`src/rtl/graphite_display_pkg.sv`:
```
`default_nettype none
// ============================================================================
// Package     : graphite_display_pkg
// Description : Shared types and helpers for the framebuffer scanout path:
//               arbiter FSM state encoding, requester identifiers and the
//               bursts-per-frame calculation.
// Revision    : 1.0 - initial release
// ============================================================================
package graphite_display_pkg;

    typedef enum logic [2:0] {
        ST_IDLE    = 3'd0,
        ST_ISSUE_D = 3'd1,
        ST_WAIT_D  = 3'd2,
        ST_ISSUE_G = 3'd3,
        ST_WAIT_G  = 3'd4
    } scanout_state_t;

    typedef enum logic {
        REQ_DISP = 1'b0,
        REQ_GPU  = 1'b1
    } requester_t;

    // Number of scanout bursts needed to fetch one full active frame.
    function automatic int bursts_per_frame(input int h_res, input int v_res, input int burst);
        return (h_res * v_res) / burst;
    endfunction

endpackage
`default_nettype wire

```
`src/rtl/framebuffer_scanout_arbiter_rr.sv`:
```
`default_nettype none
// ============================================================================
// Module      : scanout_rr_arb2
// Description : Two-requester round-robin (display vs GPU) with an urgent
//               override for the display side. Holds the last-winner
//               register; the grant itself is combinational.
// Ports       : clk_pix, rst_n        - clock, async active-low reset
//               disp_pend, gpu_req    - request lines
//               urgent                - display wins regardless of history
//               accept_disp/gpu       - winner accepted by memory (update last)
//               grant_valid           - some requester wins this cycle
//               grant_sel             - which requester wins
// Revision    : 1.0 - initial release
// ============================================================================
module scanout_rr_arb2
    import graphite_display_pkg::*;
(
    input  logic       clk_pix,
    input  logic       rst_n,
    input  logic       disp_pend,
    input  logic       gpu_req,
    input  logic       urgent,
    input  logic       accept_disp,
    input  logic       accept_gpu,
    output logic       grant_valid,
    output requester_t grant_sel
);

    requester_t r_last;
    logic       w_disp_win;

    // Display wins when urgent, uncontested, or when it is its turn.
    assign w_disp_win  = disp_pend && (urgent || !gpu_req || (r_last == REQ_GPU));
    assign grant_valid = disp_pend || gpu_req;
    assign grant_sel   = w_disp_win ? REQ_DISP : REQ_GPU;

    always_ff @(posedge clk_pix or negedge rst_n) begin
        if (!rst_n) begin
            r_last <= REQ_GPU;
        end else if (accept_disp) begin
            r_last <= REQ_DISP;
        end else if (accept_gpu) begin
            r_last <= REQ_GPU;
        end
    end

endmodule
`default_nettype wire

```
`src/rtl/framebuffer_scanout_arbiter.sv`:
```
`default_nettype none
// ============================================================================
// Module      : framebuffer_scanout_arbiter
// Description : Shares one framebuffer memory port between display scanout
//               bursts and a GPU requester, keeping the pixel FIFO fed ahead
//               of the timing generator. One transaction outstanding.
// Ports       : clk_pix, rst_n         - clock, async active-low reset
//               enable, frame, de      - scanout enable / timing generator
//               fifo_level, fifo_flush - pixel FIFO occupancy / clear pulse
//               underflow              - sticky FIFO-empty-while-active flag
//               gpu_req/we/addr, gpu_gnt, gpu_done - GPU requester handshake
//               mem_req/we/burst/addr, mem_ready, mem_done - memory port
// Revision    : 1.0 - initial release
// ============================================================================
module framebuffer_scanout_arbiter
    import graphite_display_pkg::*;
#(
    parameter int H_RES      = 640,
    parameter int V_RES      = 480,
    parameter int ADDRW      = 24,
    parameter int BURST      = 16,
    parameter int FB_BASE    = 0,
    parameter int FIFO_DEPTH = 64,
    parameter int LOW_WATER  = 16
) (
    input  logic                          clk_pix,
    input  logic                          rst_n,
    input  logic                          enable,
    input  logic                          frame,
    input  logic                          de,
    input  logic [$clog2(FIFO_DEPTH):0]   fifo_level,
    output logic                          fifo_flush,
    output logic                          underflow,
    input  logic                          gpu_req,
    input  logic                          gpu_we,
    input  logic [ADDRW-1:0]              gpu_addr,
    output logic                          gpu_gnt,
    output logic                          gpu_done,
    output logic                          mem_req,
    output logic                          mem_we,
    output logic                          mem_burst,
    output logic [ADDRW-1:0]              mem_addr,
    input  logic                          mem_ready,
    input  logic                          mem_done
);

    localparam int LW      = $clog2(FIFO_DEPTH) + 1;
    localparam int C_BPF   = bursts_per_frame(H_RES, V_RES, BURST);
    localparam int CW      = $clog2(C_BPF + 1);

    // fifo_level + BURST <= FIFO_DEPTH, rearranged to avoid widening.
    localparam logic [LW-1:0]    C_SPACE_MAX = LW'(FIFO_DEPTH - BURST);
    localparam logic [LW-1:0]    C_LOW_WATER = LW'(LOW_WATER);
    localparam logic [CW-1:0]    C_BPF_W     = CW'(C_BPF);
    localparam logic [ADDRW-1:0] C_BASE      = ADDRW'(FB_BASE);
    localparam logic [ADDRW-1:0] C_BURST_A   = ADDRW'(BURST);

    scanout_state_t   r_state;
    logic [ADDRW-1:0] r_disp_addr;
    logic [CW-1:0]    r_burst_cnt;
    logic             r_frame_pend;

    logic       w_disp_pend;
    logic       w_urgent;
    logic       w_accept;
    logic       w_accept_disp;
    logic       w_accept_gpu;
    logic       w_grant_valid;
    requester_t w_grant_sel;

    assign w_disp_pend   = enable && (r_burst_cnt < C_BPF_W) &&
                           (fifo_level <= C_SPACE_MAX) && !r_frame_pend;
    assign w_urgent      = fifo_level < C_LOW_WATER;
    assign w_accept      = mem_req && mem_ready;
    assign w_accept_disp = w_accept && (r_state == ST_ISSUE_D);
    assign w_accept_gpu  = w_accept && (r_state == ST_ISSUE_G);

    scanout_rr_arb2 u_arb (
        .clk_pix     (clk_pix),
        .rst_n       (rst_n),
        .disp_pend   (w_disp_pend),
        .gpu_req     (gpu_req),
        .urgent      (w_urgent),
        .accept_disp (w_accept_disp),
        .accept_gpu  (w_accept_gpu),
        .grant_valid (w_grant_valid),
        .grant_sel   (w_grant_sel)
    );

    always_ff @(posedge clk_pix or negedge rst_n) begin
        if (!rst_n) begin
            r_state      <= ST_IDLE;
            r_disp_addr  <= C_BASE;
            r_burst_cnt  <= '0;
            r_frame_pend <= 1'b0;
            fifo_flush   <= 1'b0;
            underflow    <= 1'b0;
            gpu_gnt      <= 1'b0;
            gpu_done     <= 1'b0;
            mem_req      <= 1'b0;
            mem_we       <= 1'b0;
            mem_burst    <= 1'b0;
            mem_addr     <= '0;
        end else begin
            fifo_flush <= 1'b0;
            gpu_gnt    <= 1'b0;
            gpu_done   <= 1'b0;

            if (frame) begin
                r_frame_pend <= 1'b1;
            end

            case (r_state)
                ST_IDLE: begin
                    if (r_frame_pend) begin
                        // Rewind only here so an in-flight burst lands first
                        // and is then discarded by the flush.
                        fifo_flush   <= 1'b1;
                        r_disp_addr  <= C_BASE;
                        r_burst_cnt  <= '0;
                        r_frame_pend <= frame;
                        underflow    <= 1'b0;
                    end else if (w_grant_valid) begin
                        mem_req <= 1'b1;
                        if (w_grant_sel == REQ_DISP) begin
                            r_state   <= ST_ISSUE_D;
                            mem_burst <= 1'b1;
                            mem_we    <= 1'b0;
                            mem_addr  <= r_disp_addr;
                        end else begin
                            r_state   <= ST_ISSUE_G;
                            mem_burst <= 1'b0;
                            mem_we    <= gpu_we;
                            mem_addr  <= gpu_addr;
                        end
                    end
                end
                ST_ISSUE_D: begin
                    if (w_accept) begin
                        mem_req     <= 1'b0;
                        r_disp_addr <= r_disp_addr + C_BURST_A;
                        r_burst_cnt <= r_burst_cnt + 1'b1;
                        r_state     <= ST_WAIT_D;
                    end
                end
                ST_ISSUE_G: begin
                    if (w_accept) begin
                        mem_req <= 1'b0;
                        gpu_gnt <= 1'b1;
                        r_state <= ST_WAIT_G;
                    end
                end
                ST_WAIT_D: begin
                    if (mem_done) begin
                        r_state <= ST_IDLE;
                    end
                end
                ST_WAIT_G: begin
                    if (mem_done) begin
                        gpu_done <= 1'b1;
                        r_state  <= ST_IDLE;
                    end
                end
                default: begin
                    r_state <= ST_IDLE;
                end
            endcase

            // Placed last so a coincident set overrides the frame clear.
            if (de && (fifo_level == '0)) begin
                underflow <= 1'b1;
            end
        end
    end

endmodule
`default_nettype wire

```
`config.mk`:
```
export PLATFORM = sky130hd
export DESIGN_NAME = framebuffer_scanout_arbiter
export DESIGN_NICKNAME = d
export VERILOG_FILES = /design/src/rtl/graphite_display_pkg.sv /design/src/rtl/framebuffer_scanout_arbiter_rr.sv /design/src/rtl/framebuffer_scanout_arbiter.sv
export SDC_FILE = /design/constraint.sdc
export NUM_CORES = 1
export LEC_CHECK = 0
export ABC_CLOCK_PERIOD_IN_PS = 2900
export CAP_MARGIN = 20
export CORE_AREA = 5 5 96 98
export DETAILED_ROUTE_END_ITERATION = 8
export DIE_AREA = 0 0 101 103
export PLACE_DENSITY_LB_ADDON = 0.12
export SYNTH_ARGS = -nofsm -noshare
export SYNTH_HDL_FRONTEND = slang
export SYNTH_HIERARCHICAL = 1
export SYNTH_SLANG_ARGS = --single-unit
```
`constraint.sdc`:
```
create_clock -name clk_pix -period 2.9 [get_ports clk_pix]
set_clock_uncertainty 0.15 [all_clocks]
set_input_delay 0.58 -clock clk_pix [delete_from_list [all_inputs] [get_ports clk_pix]]
set_output_delay 0.58 -clock clk_pix [all_outputs]
set_load 0.01 [all_outputs]
```
# ---- Word-level counts from Yosys, hierarchy flattened
# Index checks and enable logic that the tools add are counted.
dict set report classes {
  n_addsub 2
  n_mul 0
  div_mod_pow 0
  n_lt_le_gt_ge 3
  eq_ne 11
  shifts 0
  n_mux 34
  bitwise 1
  n_reduce_logical 27
}
# operator count
set ops {}
lappend ops {{two-way mux 24 bit} 3}
lappend ops {{one-hot mux 24 bit (2 select lines)} 1}
lappend ops {{two-way mux 15 bit} 2}
lappend ops {{one-hot mux 15 bit (2 select lines)} 1}
lappend ops {{adder 24 x 5 -> 24 bit, second input constant} 1}
lappend ops {{two-way mux 1 bit} 19}
lappend ops {{adder 15 x 1 -> 15 bit, second input constant} 1}
lappend ops {{< comparator 15 bit, second input constant} 1}
lappend ops {{two-way mux 3 bit} 5}
lappend ops {{one-hot mux 3 bit (4 select lines)} 1}
lappend ops {{nonzero test 2 bit} 5}
lappend ops {{logical AND 1 bit} 8}
lappend ops {{!= test 2 bit, second input constant} 4}
lappend ops {{less-or-equal comparator 7 x 6 -> 1 bit, second input constant} 1}
lappend ops {{logical NOT 7 bit} 1}
lappend ops {{< comparator 7 x 5 -> 1 bit, second input constant} 1}
lappend ops {{equality test 3 x 2 -> 1 bit, second input constant} 2}
lappend ops {{!= test 2 x 1 -> 1 bit, second input constant} 3}
lappend ops {{AND reduction 3 bit} 2}
lappend ops {{AND reduction 5 bit} 1}
lappend ops {{AND reduction 4 bit} 1}
lappend ops {{OR reduction 2 bit} 2}
lappend ops {{equality test 3 x 1 -> 1 bit, second input constant} 1}
lappend ops {{equality test 3 bit, second input constant} 1}
lappend ops {{other kinds (7)} 10}
dict set report totals {
  ff_bits 75
  latchBits 0
  ramBits 0
  romBits 0
  input_bits 40
  out_inout_bits 31
  word_cells 91
  mem_count 0
}

# ---- Depth between registers and ports, before layout
# Gate-level depths: netlist of the first run.
dict set report logic_depth {
  ltp_word 9
  ltp_mapped 10
  depth_no_buf 8
}

# ---- Hierarchy
# Netlist of the first run, hierarchy kept.
# mod n_inst cells_per_inst area_per_inst_um2
set by_module_without_submodules {}
lappend by_module_without_submodules {framebuffer_scanout_arbiter 1 353 3509.6}
lappend by_module_without_submodules {scanout_rr_arb2 1 6 56.3}

# ---- Worst setup path after synthesis of the first run
# Ideal clock, no wire load.
dict set report synth_timing {
  path_kind {input port to flip-flop}
  start {input fifo_level[1]}
  end {register mem_burst}
  setup_time_ns 0.142
  arrival_time_ns 2.016
  required_time_ns 2.608
  path_slack_ns 0.592
  stages 10
  cell_sequence {nor4_1 -> o211ai_1 -> a21oi_1 -> or2_1 -> nor2b_1 -> nand2b_1 -> clkbuf_1 -> clkbuf_1 -> nand2_1 -> o21ai_0}
}
dict set report synth_between {
  elab_chain_len 5
  elab_cells_between_ends 10
  classes_between {2 x order compare; 1 x mux; 7 x reduce/logical}
}
# item line
set synth_lines {}
lappend synth_lines {{start, declared} framebuffer_scanout_arbiter.sv:31} ;# input logic [$clog2(FIFO_DEPTH):0] fifo_level,
lappend synth_lines {{less-or-equal comparator 7 x 6 -> 1 bit} framebuffer_scanout_arbiter.sv:72} ;# (fifo_level <= C_SPACE_MAX) && !r_frame_pend;
lappend synth_lines {{logical AND 1 bit} framebuffer_scanout_arbiter.sv:71} ;# assign w_disp_pend = enable && (r_burst_cnt < C_BPF_W) &&
lappend synth_lines {{logical AND 1 bit} framebuffer_scanout_arbiter.sv:72}
lappend synth_lines {{net w_disp_pend} framebuffer_scanout_arbiter.sv:63} ;# logic w_disp_pend;
lappend synth_lines {{logical OR 1 bit} framebuffer_scanout_arbiter_rr.sv:34} ;# assign grant_valid = disp_pend || gpu_req;
lappend synth_lines {{net w_grant_valid} framebuffer_scanout_arbiter.sv:68} ;# logic w_grant_valid;
lappend synth_lines {{AND reduction 3 bit (no source line)} -}
lappend synth_lines {{end signal, assigned} framebuffer_scanout_arbiter.sv:102} ;# mem_burst <= 1'b0;
lappend synth_lines {{end signal, assigned} framebuffer_scanout_arbiter.sv:127} ;# mem_burst <= 1'b1;
lappend synth_lines {{end signal, assigned} framebuffer_scanout_arbiter.sv:132} ;# mem_burst <= 1'b0;
lappend synth_lines {{end, declared} framebuffer_scanout_arbiter.sv:41} ;# output logic mem_burst,
# The timed path passes the listed nets, and every way through them passes these cells.
# A chain may end at the register's enable or synchronous reset.

# ---- Final worst setup path of the first run
dict set report layout_timing {
  start {input fifo_level[1]}
  end {register mem_addr[20]}
}
dict set report layout_between {
  elab_chain_len 5
  elab_cells_between_ends 10
  classes_between {2 x order compare; 1 x mux; 7 x reduce/logical}
}
# item line
set layout_lines {}
lappend layout_lines {{less-or-equal comparator 7 x 6 -> 1 bit} framebuffer_scanout_arbiter.sv:72}
lappend layout_lines {{logical AND 1 bit} framebuffer_scanout_arbiter.sv:71}
lappend layout_lines {{logical AND 1 bit} framebuffer_scanout_arbiter.sv:72}
lappend layout_lines {{net w_disp_pend} framebuffer_scanout_arbiter.sv:63}
lappend layout_lines {{logical OR 1 bit} framebuffer_scanout_arbiter_rr.sv:34}
lappend layout_lines {{net w_grant_valid} framebuffer_scanout_arbiter.sv:68}
lappend layout_lines {{AND reduction 3 bit (no source line)} -}
lappend layout_lines {{end signal, assigned} framebuffer_scanout_arbiter.sv:129} ;# mem_addr <= r_disp_addr;
lappend layout_lines {{end signal, assigned} framebuffer_scanout_arbiter.sv:134} ;# mem_addr <= gpu_addr;
lappend layout_lines {{end, declared} framebuffer_scanout_arbiter.sv:42} ;# output logic [ADDRW-1:0] mem_addr,
# The timed path passes the listed nets, and every way through them passes these cells.

==> results of run 1 <==
==> worst min path at each step <==
stage               slack [ns]           end  cells after the start    startpoint
global route               0.1   mem_addr[1]                      1         rst_n
floorplan                 0.13    fifo_flush                      0         rst_n
finish                    0.06   mem_addr[1]                      1         rst_n
CTS                       0.07   mem_addr[1]                      1         rst_n
global placement          0.31  mem_addr[12]                      2  mem_addr[12]
detailed placement        0.32  mem_addr[17]                      2  mem_addr[17]
==> area by class of cell <==
class	instances	area share
clock buffers	10	0.03001
clock inverters	6	0.009823
inverters	9	0.007367
multi-input cells	260	0.3621
flip-flops and latches	71	0.3877
well taps	108	0.02947
repair buffers	80	0.1735
==> stage by stage <==
stage	power (mW)	area, um^2	setup slack [ns]
2_1_floorplan	1.983	3566	0.5922
5_1_grt	3.488	4586	0.2916
4_1_cts	3.317	4586	0.4801
6_report	3.260	4586	0.4884
3_3_place_gp	2.556	4403	0.2549
3_5_place_dp	2.580	4403	0.1338
==> power by group <==
part	internal, mW	switching, mW
logic	0.565	0.591
clock network	0.336	0.387
registers	1.20	0.180
total	2.10	1.16
==> kinds of logic after synthesis <==
family / synth area share
simple gates: 0.2028
compound gates: 0.1628
flops: 0.4986
buf+inv: 0.04070
mux: 0.05614
xor+xnor: 0.03193
fa+ha+maj: 0.007016
==> sequential cells by signal (all words and copies together), names as in the netlist <==
register / cells
mem_addr: 24
r_disp_addr: 20
r_burst_cnt: 15
r_state: 3
fifo_flush: 1
gpu_done: 1
gpu_gnt: 1
mem_burst: 1
mem_req: 1
mem_we: 1
r_frame_pend: 1
u_arb/r_last: 1
underflow: 1
==> placed cells by master, fill, tap and decap left out, types with 8 or more instances in the layout <==
cell	Yosys	final
sky130_fd_sc_hd__dfrtp_1	70	70
sky130_fd_sc_hd__clkdlybuf4s50_1	0	69
sky130_fd_sc_hd__nand2_1	44	44
sky130_fd_sc_hd__o21ai_0	38	38
sky130_fd_sc_hd__nor2_1	21	21
sky130_fd_sc_hd__a21oi_1	20	20
sky130_fd_sc_hd__mux2i_1	20	20
sky130_fd_sc_hd__or3_1	11	11
sky130_fd_sc_hd__and3_1	10	10
sky130_fd_sc_hd__clkbuf_8	0	10
sky130_fd_sc_hd__inv_1	9	9
sky130_fd_sc_hd__o31ai_1	8	8
sky130_fd_sc_hd__buf_4	0	8
==> layer usage <==
layer | wire length [um] | vias up | GRT usage
met5 | 0 | - | 0
met4 | 108 | 0 | 0.06033
met3 | 375 | 8 | 0.02774
met2 | 4125 | 52 | 0.2749
met1 | 3618 | 1391 | 0.2186
li1 | - | 1445 | -
==> worst max-delay path, cell delays in order <==
cell	delay [ns]
sky130_fd_sc_hd__clkdlybuf4s50_1	0.40
sky130_fd_sc_hd__nor4_1	0.37
sky130_fd_sc_hd__o211ai_1	0.16
sky130_fd_sc_hd__a21oi_1	0.19
sky130_fd_sc_hd__or2_1	0.12
sky130_fd_sc_hd__nor2b_1	0.16
sky130_fd_sc_hd__nand2b_1	0.13
sky130_fd_sc_hd__buf_12	0.20
sky130_fd_sc_hd__o21ai_0	0.20
==> Yosys cell counts (2+ instances only) <==
cell type,number,share of area
sky130_fd_sc_hd__or4_1,7,0.015
sky130_fd_sc_hd__nor2b_1,2,0.0035
sky130_fd_sc_hd__nand2_1,44,0.046
sky130_fd_sc_hd__clkbuf_1,11,0.012
sky130_fd_sc_hd__and4_1,3,0.0074
sky130_fd_sc_hd__o21ai_1,6,0.0084
sky130_fd_sc_hd__o21ai_0,38,0.053
sky130_fd_sc_hd__and2_1,2,0.0035
sky130_fd_sc_hd__nor4_1,3,0.0053
sky130_fd_sc_hd__xnor2_1,7,0.017
sky130_fd_sc_hd__inv_1,9,0.0095
sky130_fd_sc_hd__nor2_1,21,0.022
sky130_fd_sc_hd__nand4_1,7,0.012
sky130_fd_sc_hd__a22o_1,2,0.0049
sky130_fd_sc_hd__nand3_1,7,0.0098
sky130_fd_sc_hd__a21oi_1,20,0.028
sky130_fd_sc_hd__xor2_1,6,0.015
sky130_fd_sc_hd__o2111ai_4,2,0.015
sky130_fd_sc_hd__ha_1,2,0.0070
sky130_fd_sc_hd__dfrtp_1,70,0.49
sky130_fd_sc_hd__nor3_1,3,0.0042
sky130_fd_sc_hd__and3_1,10,0.018
sky130_fd_sc_hd__mux2i_1,20,0.056
sky130_fd_sc_hd__o2111ai_1,4,0.0098
sky130_fd_sc_hd__buf_6,5,0.016
sky130_fd_sc_hd__o211ai_1,7,0.015
sky130_fd_sc_hd__o31ai_1,8,0.017
sky130_fd_sc_hd__buf_2,2,0.0028
sky130_fd_sc_hd__or3_1,11,0.019
==> results summary, run 1 <==
The finished layout holds 544 standard cells, fillers aside. The number of routed nets with antenna violations came out at 0. The capture point of the critical path is mem_addr[20]. The area growth from synthesis to layout came out at 28.60%.

Across all register-to-register paths, the minimum setup slack is 0.78 ns. The final weighted congestion in routability-driven placement is 0.7381. The total nets after synthesis is 401. The detailed-route vias per instance came out at 5.324. The hold-fix buffer count after cts is 0.

The total DRC errors in the routed layout came out at 0. Timing would allow up to 414.7 MHz. The number of maximum-capacitance violations came out at 0.

The count of buffers added on input and output ports is 70. The flow ran to the end, and the final reports show no timing, DRC or antenna violations. The repair_antennas step left the layout with diodes totalling 0. The proportion of synthesized flip-flops having asynchronous set or reset came out at 1.000. The tree is rooted in a sky130_fd_sc_hd__clkbuf_8.

Counting distinct cell types in the post-synthesis netlist gives 49. The largest fanout on the critical path came out at 52. The total length of routed wires is 8.227 mm. The via count of the first global-routing pass was 2830. In this run the worst setup path begins at fifo_level[1]. The buffer depth of the longest clock path came out at 2. The final worst hold slack came out at 0.05657 ns. The detailed-route via count is 2896. The number of instances resized during post-cts repair is 0. The worst pin sits at a relative slew slack of 0.6401. In the final design database the tool counted 473 nets. The die outline area came out at 10400 um^2. Setup repair after global routing left no endpoint under its margin.

The setup total negative slack is 0 ns. In this run the power density over the cells is 710.9 nW/um^2. The number of filler instances in the final layout is 772. The final-report hold violation count was 0. The period utilization is 0.8316.

The total of endpoints with negative setup slack in the final report came out at 0. The post-detailed-route wirelength per cell is 15.12 um. The sequential area share after synthesis came out at 0.4986. The initial antenna violation count came out at 0.

The clock sink total came out at 71. The dominant register cell in the synthesized netlist is sky130_fd_sc_hd__dfrtp_1. The number of cells on the worst reg-to-reg path is 4. The Yosys step of the flow raised 6 warnings.

The number of slew-limit violations in the final report came out at 0. Synthesis inferred 71 register bits. The H-tree depth is 3. Across every metal layer, demand over resource in global routing totals 0.1654. The synthesized area per cell is 9.933 um^2. The cell count after synthesis came out at 359. The type of destination of the critical path is a flop. In the final layout, the share of cells above drive strength 1 is 0.08486. The pin count of the biggest net entering global routing is 53. The total congestion overflow after global routing came out at 0.

The die height is 103 um. The detailed router's first-iteration violation count is 95. The leakage power is 2.040 nW. The total placed cells including tap cells came out at 528. TritonCTS built the clock tree.

The critical register-to-register path endpoint is r_disp_addr[15]. STA classifies the critical path startpoint as an input port. The region available for standard cell placement spans 8381 um^2. The x dimension of the die came out at 101 um. The critical path in this run is classified as input port to flop. The number of flops mapped to enable cells by yosys came out at 0.

The cell area after technology mapping is 3566 um^2. The post-DP HPWL is 5.990 mm. The clock input transition at the sequential cells of the worst setup and hold paths is 0.08 ns.

The floorplan has 34 rows. The number of buffers created by CTS is 9. The worst path arrival time came out at 2.51 ns. At the worst endpoint, the required time is 3.00 ns. The initial core utilization is 0.4255. The first TritonRoute pass finished after 4 iterations. The largest voltage drop on the vdd net is 0.3485 mV. Summing all multi-input logic gate instances after layout gives 1660 um^2.

The count of boundary I/O pins is 71. The clock insertion delay at the later pin of the skew report is 0.34 ns. The worst register-to-register path begins at r_state[1].

At the pin with the least slew margin, the transition time is 0.5398 ns. In the final layout, flip-flops and latches occupy 1778 um^2. The smallest clock period supported by the final layout is computed as 2.412 ns.

The wire length of the first global-routing pass is 13.74 mm. The number of buffers inserted to repair setup after CTS came out at 0. The post-route core utilization came out at 0.5472.

The path type of the worst min-delay path is input port to async pin.
Power figures use the tool's default switching activity.
==> run 2: changes to the inputs <==
--- a/config.mk
+++ b/config.mk
@@ -5,7 +5,7 @@
 export SDC_FILE = /design/constraint.sdc
 export NUM_CORES = 1
 export LEC_CHECK = 0
-export ABC_CLOCK_PERIOD_IN_PS = 2900
+export ABC_CLOCK_PERIOD_IN_PS = 2350
 export CAP_MARGIN = 20
 export CORE_AREA = 5 5 96 98
 export DETAILED_ROUTE_END_ITERATION = 8
==> constraint.sdc (replaced) <==
create_clock -name clk_pix -period 2.35 [get_ports clk_pix]
set_clock_uncertainty 0.15 [all_clocks]
set_input_delay 0.47 -clock clk_pix [delete_from_list [all_inputs] [get_ports clk_pix]]
set_output_delay 0.47 -clock clk_pix [all_outputs]
set_load 0.01 [all_outputs]
==> run 2 against run 1 <==
Compared with the run above:
- clock power is 41% higher
- flip-flop and latch count unchanged
- cell area grew 3.2%
- cell count increased by 1.8%
- non-clock buffer count rose by 11
- register-to-register slack got worse by 0.49 ns
- global-route usage up 0.22 points
- clock-buffer cell count increased by 3
- combinational power is 31% higher
- via count is 1.5% higher
- worst hold slack better by 0.28 ns
- power up 29%
- critical path type unchanged
- critical endpoint is now mem_addr[22]
- largest power group unchanged
==> results summary, run 2 (synthesized netlist as in run 1, its figures left out) <==
The flow ran to the end, and the final reports show no timing, DRC or antenna violations. The largest fanout on the critical path came out at 52. The die outline area is 10400 um^2. The setup total negative slack came out at 0 ns. The final critical path time including I/O delays and setup is 2.214 ns. The total non-filler cell area in the finished layout is 4731 um^2. The total placed cells including tap cells came out at 537. The detailed router's first-iteration violation count is 88.

The number of rows in the core area came out at 34. The via count of the first global-routing pass came out at 2861. The post-DP HPWL is 6.068 mm.

The count of buffers from port buffering came out at 70. The final-report hold violation count is 0. The x dimension of the die came out at 101 um. The total buffers and inverters traversed by the critical path came out at 2. The total DRC errors in the routed layout is 0. The final worst hold slack came out at 0.3323 ns. TritonCTS built the clock tree.

The number of clock buffers added by TritonCTS is 9. The wire length of the first global-routing pass came out at 13.80 mm. STA classifies the critical path endpoint as a flop. The die height came out at 103 um. STA classifies the critical path startpoint as an input port. The clock passes through at most 2 buffers. The pin count of the biggest net entering global routing came out at 53. The largest registers in the layout are mem_addr x24, r_disp_addr x20, r_burst_cnt x15. The register bank with the most flops is mem_addr.

The global-route total usage across every layer is 0.1676. After detailed routing, the total wire length is 8.347 mm. At the worst endpoint, the arrival time is 2.29 ns. For this design the top-level I/O count stands at 71. The flip-flop count of the largest register after layout came out at 24. The clock root buffer is sky130_fd_sc_hd__clkbuf_8. The initial core utilization came out at 0.4255. The class of the most critical setup path is input port to flop. Setup violations remaining at the end of the flow were counted as 0. Among all stages on the critical path, the largest delay is contributed by sky130_fd_sc_hd__clkdlybuf4s50_1. The final cell count without fillers is 554. The top cell types in the final layout, fill and taps aside, are sky130_fd_sc_hd__dfrtp_1, sky130_fd_sc_hd__clkdlybuf4s50_1, sky130_fd_sc_hd__nand2_1. For this run, the post-layout net count is 484. The tightest min-delay check is of the flop to flop type. The number of routed nets with antenna violations is 0. The worst max-slew margin expressed relative to the limit came out at 0.6157. The initial antenna violation count was 0.

For this design the ratio of total power to cell area is 892.0 nW/um^2. The critical path data required time is 2.42 ns. In this run the cell area measured after placement is 4496 um^2.

The final weighted congestion in routability-driven placement is 0.7764. The peak clock frequency supported by timing came out at 451.6 MHz. The clock net in this run drives a total of 71 sinks. The first-pass iteration count of the detailed router came out at 4. The family with the most delay on the worst path is simple AND/OR/NAND/NOR gates. After floorplanning, the core was sized to cover 8381 um^2. The number of slew-limit violations in the final report is 0. The area growth from synthesis to layout came out at 32.67%. The detailed-route vias per instance came out at 5.305. At the pin with the least slew margin, the transition time is 0.5764 ns. The highest cell delay on the worst timing path is 0.42 ns.

The clock insertion delay at the later pin of the skew report came out at 0.34 ns. The post-detailed-route wirelength per cell is 15.07 um. The number of filler instances in the final layout came out at 755. The detailed-route via count came out at 2939. Of the available clock period, the critical path in the final layout requires 0.9423. The signal on the critical path passes through clkdlybuf4s50_1 > nor4_2 > o211ai_1 > a21oi_2 > or2_1 > nor2b_1 > nand2b_1 > buf_12 > nand2_1 > o21ai_0. CTS built an H-tree with a depth of 3. The library cell used most frequently in the layout, excluding fill and tap cells, is sky130_fd_sc_hd__dfrtp_1.

The total congestion overflow after global routing came out at 0. The number of antenna diodes is 0. After clock tree synthesis, the clock-pin slew on the worst setup and hold paths is 0.07 ns.

The number of maximum-capacitance violations came out at 0. The leakage power is 2.121 nW. The fraction of final layout cells sized beyond drive strength 1 is 0.1054. The worst-case IR drop observed on VDD is 0.3441 mV.
[run 2: changes by cell type in the layout (fill, tap and decap cells not counted), sizes merged]
cell | before | now
buf | 11 | 21
clkbuf | 10 | 13
clkinvlp | 3 | 0
bufinv | 0 | 1
clkinv | 2 | 1
dlygate4sd3 | 0 | 1
inv | 10 | 9
[run 2: final timing paths]
check                         startpoint         endpoint  slack (ns)  depth (start not counted)
min                               mem_we           mem_we        0.33                          2
max                        fifo_level[2]     mem_addr[22]        0.14                         10
min in group asynchronous          rst_n      mem_addr[2]        0.50                          2
min reg2reg                       mem_we           mem_we        0.33                          2
max in group asynchronous          rst_n       r_state[0]        0.93                          3
max reg2reg                   r_state[2]  r_disp_addr[15]        0.29                          4
[run 2: timing repair]
item                                    in CTS  in global routing
endpoints found under the setup margin       0                 28
gates resized for setup                      0                  3
hold buffers                                 1                  0
setup buffers                                0                  1
hold endpoints to repair                    21                  0
[run 2: metrics by stage]
| step | util | total power, mW | setup slack (ns) |
|---|---|---|---|
| floorplan | - | 2.447 | 0.1522 |
| global placement | 0.5364 | 3.207 | -0.1909 |
| detailed placement | 0.5364 | 3.238 | -0.2804 |
| CTS | 0.5624 | 4.274 | 0.08004 |
| global route | 0.5645 | 4.476 | -0.01224 |
| finish | 0.5645 | 4.220 | 0.1356 |
[run 2: power by group]
part           switching, mW  leakage, nW  total [mW]  internal, mW
combinational          0.782         1.07        1.52         0.742
sequential             0.189        0.943        1.67          1.48
clock                  0.450        0.106        1.02         0.574
[run 2: cell type report]
class | count | area (um^2) | share of cell area
clock buffers | 13 | 168.9 | 0.03570
clock inverters | 2 | 38.79 | 0.008199
inverters | 9 | 33.78 | 0.007141
multi-input cells | 260 | 1670 | 0.3531
flip-flops and latches | 71 | 1778 | 0.3758
well taps | 108 | 135.1 | 0.02856
repair buffers | 91 | 905.9 | 0.1915
[run 2: routing by layer]
layer,vias up,track usage,wire length (um)
met5,-,0,0
met4,0,0.05317,83
met3,9,0.03451,386
met2,58,0.2795,4110
met1,1406,0.2200,3767
li1,1466,-,-
[run 2: tightest hold or removal path, delay by kind of cell (launching register included)]
| kind | cells | cell delay (ns) |
|---|---|---|
| and+or+nand+nor | 1 | 0.04 |
| AOI/OAI and AO/OA | 1 | 0.06 |
| DFF | 1 | 0.35 |
